## config.mk

```make
export PLATFORM = sky130hd
export DESIGN_NAME = serial_subtractor
export DESIGN_NICKNAME = d
export VERILOG_FILES = /design/src/rtl/sub_pkg.sv /design/src/rtl/sub_bit_cell.sv /design/src/rtl/serial_subtractor.sv
export SDC_FILE = /design/constraint.sdc
export NUM_CORES = 1
export LEC_CHECK = 0
export CAP_MARGIN = 20
export CORE_MARGIN = 2
export CORE_UTILIZATION = 35
export DETAILED_ROUTE_END_ITERATION = 10
export PLACE_DENSITY_LB_ADDON = 0.2
export SYNTH_ARGS = -nofsm -noshare
export SYNTH_HDL_FRONTEND = slang
export SYNTH_SLANG_ARGS = --single-unit
```

## constraint.sdc

```tcl
create_clock -name clk -period 3.5 [get_ports clk]
set_input_delay 0.525 -clock clk [delete_from_list [all_inputs] [get_ports clk]]
set_output_delay 0.525 -clock clk [all_outputs]
set_load 0.02 [all_outputs]
```

## src/rtl/sub_pkg.sv

```systemverilog
// Shared types and helpers for the bit-serial subtractor.
package sub_pkg;

   typedef enum logic [1:0] {
      IDLE,
      SHIFT,
      DONE
   } sub_state_t;

   localparam int DEFAULT_SUB_WIDTH = 8;

   // Counter must hold 0..width so the width itself stays representable.
   function automatic int sub_cnt_w(input int width);
      return $clog2(width + 1);
   endfunction

endpackage

```

## src/rtl/sub_bit_cell.sv

```systemverilog
// One-bit full-subtractor cell: d = a - b - bin, bout = borrow out of this bit.
module sub_bit_cell (
   input  logic a,
   input  logic b,
   input  logic bin,
   output logic d,
   output logic bout
);

   assign d    = a ^ b ^ bin;
   assign bout = (~a & b) | (~a & bin) | (b & bin);

endmodule

```

## src/rtl/serial_subtractor.sv

```systemverilog
// Bit-serial unsigned subtractor: one full-subtractor cell reused LSB first,
// borrow carried between cycles, start/busy/done handshake.
module serial_subtractor
   import sub_pkg::*;
#(
   parameter int WIDTH = DEFAULT_SUB_WIDTH
) (
   input  logic             clk,
   input  logic             rst_n,
   input  logic             start,
   input  logic [WIDTH-1:0] a,
   input  logic [WIDTH-1:0] b,
   output logic             busy,
   output logic             done,
   output logic [WIDTH-1:0] diff,
   output logic             borrow_out
);

   localparam int CNT_W = sub_cnt_w(WIDTH);
   localparam logic [CNT_W-1:0] LAST_CNT = CNT_W'(WIDTH - 1);

   sub_state_t       state_reg;
   sub_state_t       state_next;
   logic [WIDTH-1:0] a_sr;
   logic [WIDTH-1:0] b_sr;
   // Only the upper WIDTH-1 result bits need storing; the final cell output
   // completes the word on the last shift.
   logic [WIDTH-1:1] d_sr;
   logic [WIDTH-1:0] d_shift;
   logic             borrow_r;
   logic [CNT_W-1:0] cnt;
   logic             cell_d;
   logic             cell_bo;
   logic             load;
   logic             last_bit;

   sub_bit_cell u_cell (
      .a    (a_sr[0]),
      .b    (b_sr[0]),
      .bin  (borrow_r),
      .d    (cell_d),
      .bout (cell_bo)
   );

   assign last_bit = (cnt == LAST_CNT);
   assign d_shift  = {cell_d, d_sr};

   always_comb begin
      state_next = state_reg;
      load       = 1'b0;
      case (state_reg)
         IDLE: begin
            if (start) begin
               load       = 1'b1;
               state_next = SHIFT;
            end
         end
         SHIFT: begin
            if (last_bit) begin
               state_next = DONE;
            end
         end
         DONE: begin
            if (start) begin
               load       = 1'b1;
               state_next = SHIFT;
            end else begin
               state_next = IDLE;
            end
         end
         default: state_next = IDLE;
      endcase
   end

   always_ff @(posedge clk) begin
      if (!rst_n) begin
         state_reg  <= IDLE;
         a_sr       <= '0;
         b_sr       <= '0;
         d_sr       <= '0;
         borrow_r   <= 1'b0;
         cnt        <= '0;
         diff       <= '0;
         borrow_out <= 1'b0;
      end else begin
         state_reg <= state_next;
         if (load) begin
            a_sr     <= a;
            b_sr     <= b;
            borrow_r <= 1'b0;
            cnt      <= '0;
         end else if (state_reg == SHIFT) begin
            a_sr     <= a_sr >> 1;
            b_sr     <= b_sr >> 1;
            d_sr     <= d_shift[WIDTH-1:1];
            borrow_r <= cell_bo;
            cnt      <= cnt + CNT_W'(1);
            // Result registers update on entry to DONE and hold until the next one.
            if (last_bit) begin
               diff       <= d_shift;
               borrow_out <= cell_bo;
            end
         end
      end
   end

   assign busy = (state_reg == SHIFT);
   assign done = (state_reg == DONE);

endmodule

```

# ---- Yosys cells after proc, flatten, opt, wreduce, memory -nomap -nowiden
# Cells that the tools add are included.
dict set report classes {
  bitwise 10
  muxes 10
  n_reduce_logical 7
  eq_ne 5
  add_sub_neg 1
}
# operator count
set ops {}
lappend ops {{$mux W8} 4}
lappend ops {{$pmux W2 S3} 1}
lappend ops {{$add A4 B1 Y4 const B} 1}
lappend ops {{$eq A4 B3 Y1 const B} 1}
lappend ops {{$mux W2} 2}
lappend ops {{$reduce_and A2 Y1} 2}
lappend ops {{$reduce_or A2 Y1} 2}
lappend ops {{$and A1 B1 Y1} 3}
lappend ops {{$mux W1} 3}
lappend ops {{$not A1 Y1} 3}
lappend ops {{$reduce_and A3 Y1} 1}
lappend ops {{$eq A2 B1 Y1 const B} 1}
lappend ops {{$eq A2 B2 Y1 const B} 1}
lappend ops {{$logic_not A2 Y1} 1}
lappend ops {{$ne A2 B1 Y1 const B} 1}
lappend ops {{$ne A2 B2 Y1 const B} 1}
lappend ops {{$or A1 B1 Y1} 2}
lappend ops {{$reduce_bool A2 Y1} 1}
lappend ops {{$xor A1 B1 Y1} 2}
dict set report totals {
  wordCells 41
  in_bits 19
  ff_bits 39
  out_inout_bits 11
}

# ---- Logic depth before layout (Yosys ltp)
dict set report depth {
  ltp_word 5
  mapped_depth 6
}

# ---- Hierarchy
# From an unflattened synthesis, not the netlist that was laid out.
dict set report unflattened {
  hier_cells 185
  hier_area_um2 1592.8
}
# module cells_per_inst n_inst area_per_inst_um2
set by_module_without_submodules {}
lappend by_module_without_submodules {serial_subtractor 182 1 1565.3}
lappend by_module_without_submodules {sub_bit_cell 3 1 27.5}

# ---- Worst setup path before layout
# OpenSTA, ideal clock, no wires.
dict set report synth_timing {
  path_type {register to output}
  start {register state_reg[1]}
  end {output port busy}
  setup_slack_ps 2153
  t_arrival_ps 822
  path_stages_with_launch 5
  path_cell_list {dfxtp_1 nand2b_1 buf_6 inv_4 buf_4}
}
dict set report synth_between {
  elab_chain_cells 1
}
# item line_no
set synth_lines {}
lappend synth_lines {{start: declaration} serial_subtractor.sv:22} ;# sub_state_t state_reg;
lappend synth_lines {{start signal: assignment} serial_subtractor.sv:86} ;# state_reg <= state_next;
lappend synth_lines {{$eq A2 B1 Y1} serial_subtractor.sv:107} ;# assign busy = (state_reg == SHIFT);
lappend synth_lines {{end: declaration} serial_subtractor.sv:13} ;# output logic busy,
# Every way passes these cells.

# ---- Worst setup path after layout
# Ends and elaborated chain as after synthesis.

==> out/qor.csv <==
metric,value,unit
gr-usage-met1,17.65,%
hp-class,reg -> reg,
seq_area,780.7,sq um
synthTopCellsByArea,"dfxtp_1, nand2_1, mux2i_1, a21boi_0, a31oi_1",
clockRootBuffer,clkbuf_8,
place_congestion,0.6905,
vias,1270,
start_util,36.64,%
port_buffers,29,
dp_hpwl,1.930,mm
avgSynthCellArea,8.591,sq um
synth_top_area_cell,dfxtp_1,
grt_use_met2,20.37,%
p_leak,0.6869,nW
grt_pass1_vias,1210,
die_width,71.75,microns
crit_path_start_kind,flop,
finalPower,0.9003,mW
tightest_slew,859.3,ps
synth.distinct_cells,32,
holdBufCountCts,0,
synth_compound_area_share,15.58,%
cp_max_fo,28,
period_share,69.19,%
top_level_ports,30,
synthAdderAreaFrac,2.025,%
fmax,412.9,MHz
fill_cells,431,
wl,3.047,mm
post_cts_buffers,0,
ys.flop_type,dfxtp_1,
area_delta_synth_final,24.38,%
cts_tree,built,
startpoint,state_reg[1]$_SDFFE_PN0P_,
syn_nets,208,
slew_violations,0,
coreArea,4384,sq um
tritoncts_num_sinks,39,
cp-end-kind,primary output,
cts_made_buffers,5,
cpMaxStageDelayCell,clkdlybuf4s50_1,
syn_inst,187,
synthMuxAreaShare,5.607,%
drc,0,
status,finished clean,
diodes,0,
hold_viol,0,
clock_skew,5.597,ps
whs,455.7,ps
grt_start_max_net_pins,45,
synth_xor_area_share,1.090,%
antenna_found_initial,0,
synth_top_family_by_area,simple AND/OR/NAND/NOR gates,
post_cts_resized,0,
grt_pass1_wl,5.409,mm
clk_latency,290,ps
htreeDepth,2,
reg2reg_from,state_reg[0]$_SDFFE_PN0P_,
cts_max_path_buffers,2,
yosys.area_share.simple,21.57,%
relSlewSlack,42.72,%
final_nets,232,
top_usage_layer,met2,
grt_overflow,0,
arrival,1900,ps
maxCapViolCount,0,
yosysSeqAreaShare,48.60,%
synth_edf_count,0,
hold_path.startpoint,b_sr[7]$_SDFFE_PN0P_,
met3_usage,3.094,%
ys_warn_count,0,
antenna_left,0,
cellPowerDensity,450.6,nW/um^2
setup_viol,0,
async_reset_ff_share,0,%
multiInputGateArea,737.0,sq um
yosysTopAreaCellShare,48.60,%
largest_registers,"a_sr x8, b_sr x8, diff x8",
placed_area,1898,sq um
placedCellCount,256,
min_period,2422,ps
finalInstanceArea,1998,sq um
grt_usage,13.45,%
fin_tns_setup,0,ps
cp.required,2970,ps
rsz0062_at_grt,false,
drtIter0Drc,62,
max_stage_delay,660,ps
stdcell_count,264,
viasPerCell,4.811,
dr.pass1.iters,4,
vdd_drop_max,0.2856,mV
path_clk_slew,70,ps
ys_seq_elements,39,
wire_per_inst,11.54,microns
path_cells,nand2b_1 > buf_4 > inv_4 > clkdlybuf4s50_1,
critical_path_class,reg -> out,
num_rows,24,
drive_above_1_share,5.189,%
netlist_area,1607,sq um
dieArea,5148,sq um
chipHeight,71.75,microns
## logic make-up after synthesis
group                    Yosys count
AND/OR/NAND/NOR                   80
AO/OA/AOI/OAI                     39
flip-flops                        39
buffers and inverters             16
multiplexers                       9
XOR/XNOR                           2
adder cells (fa/ha/maj)            2
## cell type report
class                      instances  area share [%]
clock buffer                       8           5.009
tap                               52           3.256
multi-input combinational        132           36.88
sequential                        39           39.07
inverter                           2          0.5009
timing repair buffer              31           15.28
## placed cells by master (no fill, tap or decap), drive strengths merged, types with 4 or more instances in the layout
master,synthesis,final
a31oi,9,9
clkdlybuf4s50,0,29
nor2,6,6
nand2,57,57
mux2i,9,9
clkbuf,5,8
a21boi,9,9
dfxtp,39,39
o21ai,10,10
nand3,4,4
a21oi,5,5
## routing by layer
layer / up-vias / share of wire (%)
met2: 20 / 41
li1: 676 / -
met3: 6 / 3.5
met5: - / 0
met1: 568 / 54
met4: 0 / 1.4
## critical path: cells and delay by family (launching register included)
kind | cells | cell delay [ps]
DFF | 1 | 310
buffers and inverters | 3 | 1160
and+or+nand+nor | 1 | 130
## cell usage after synthesis (2+ instances only)
cell type  instances
o221ai_1           3
a21oi_1            5
a21boi_0           8
buf_4              3
a31oi_1            9
dfxtp_1           39
a22oi_1            2
nand2_1           57
o21ai_0           10
nand3_1            4
buf_2              5
clkbuf_1           4
mux2i_1            9
nand3b_1           2
nand2b_1           3
nor3_1             3
nor2_1             5
and2b_1            2
## report_power, final
part | internal (mW) | switching [mW] | leakage (nW)
clock | 0.180 | 0.147 | 0.0515
combinational | 0.0444 | 0.0532 | 0.317
sequential | 0.464 | 0.0117 | 0.318
total | 0.688 | 0.212 | 0.687
## final timing paths
path | to | cells past startpoint | slack [ps]
max reg2reg | cnt[3]$_SDFFE_PP0N_ | 3 | 1920
min reg2reg | b_sr[7]$_SDFFE_PN0P_ | 2 | 460
min | b_sr[7]$_SDFFE_PN0P_ | 2 | 460
max | busy | 4 | 1080
## per-stage QoR
step / util, % / setup WS [ps]
floorplan: - / 2153
finish: 45.58 / 1078
CTS: 45.58 / 1067
detailed placement: 43.29 / 1386
global placement: 43.29 / 1383
global route: 45.58 / 980.2
No activity file was read; power rests on OpenSTA's default activity.
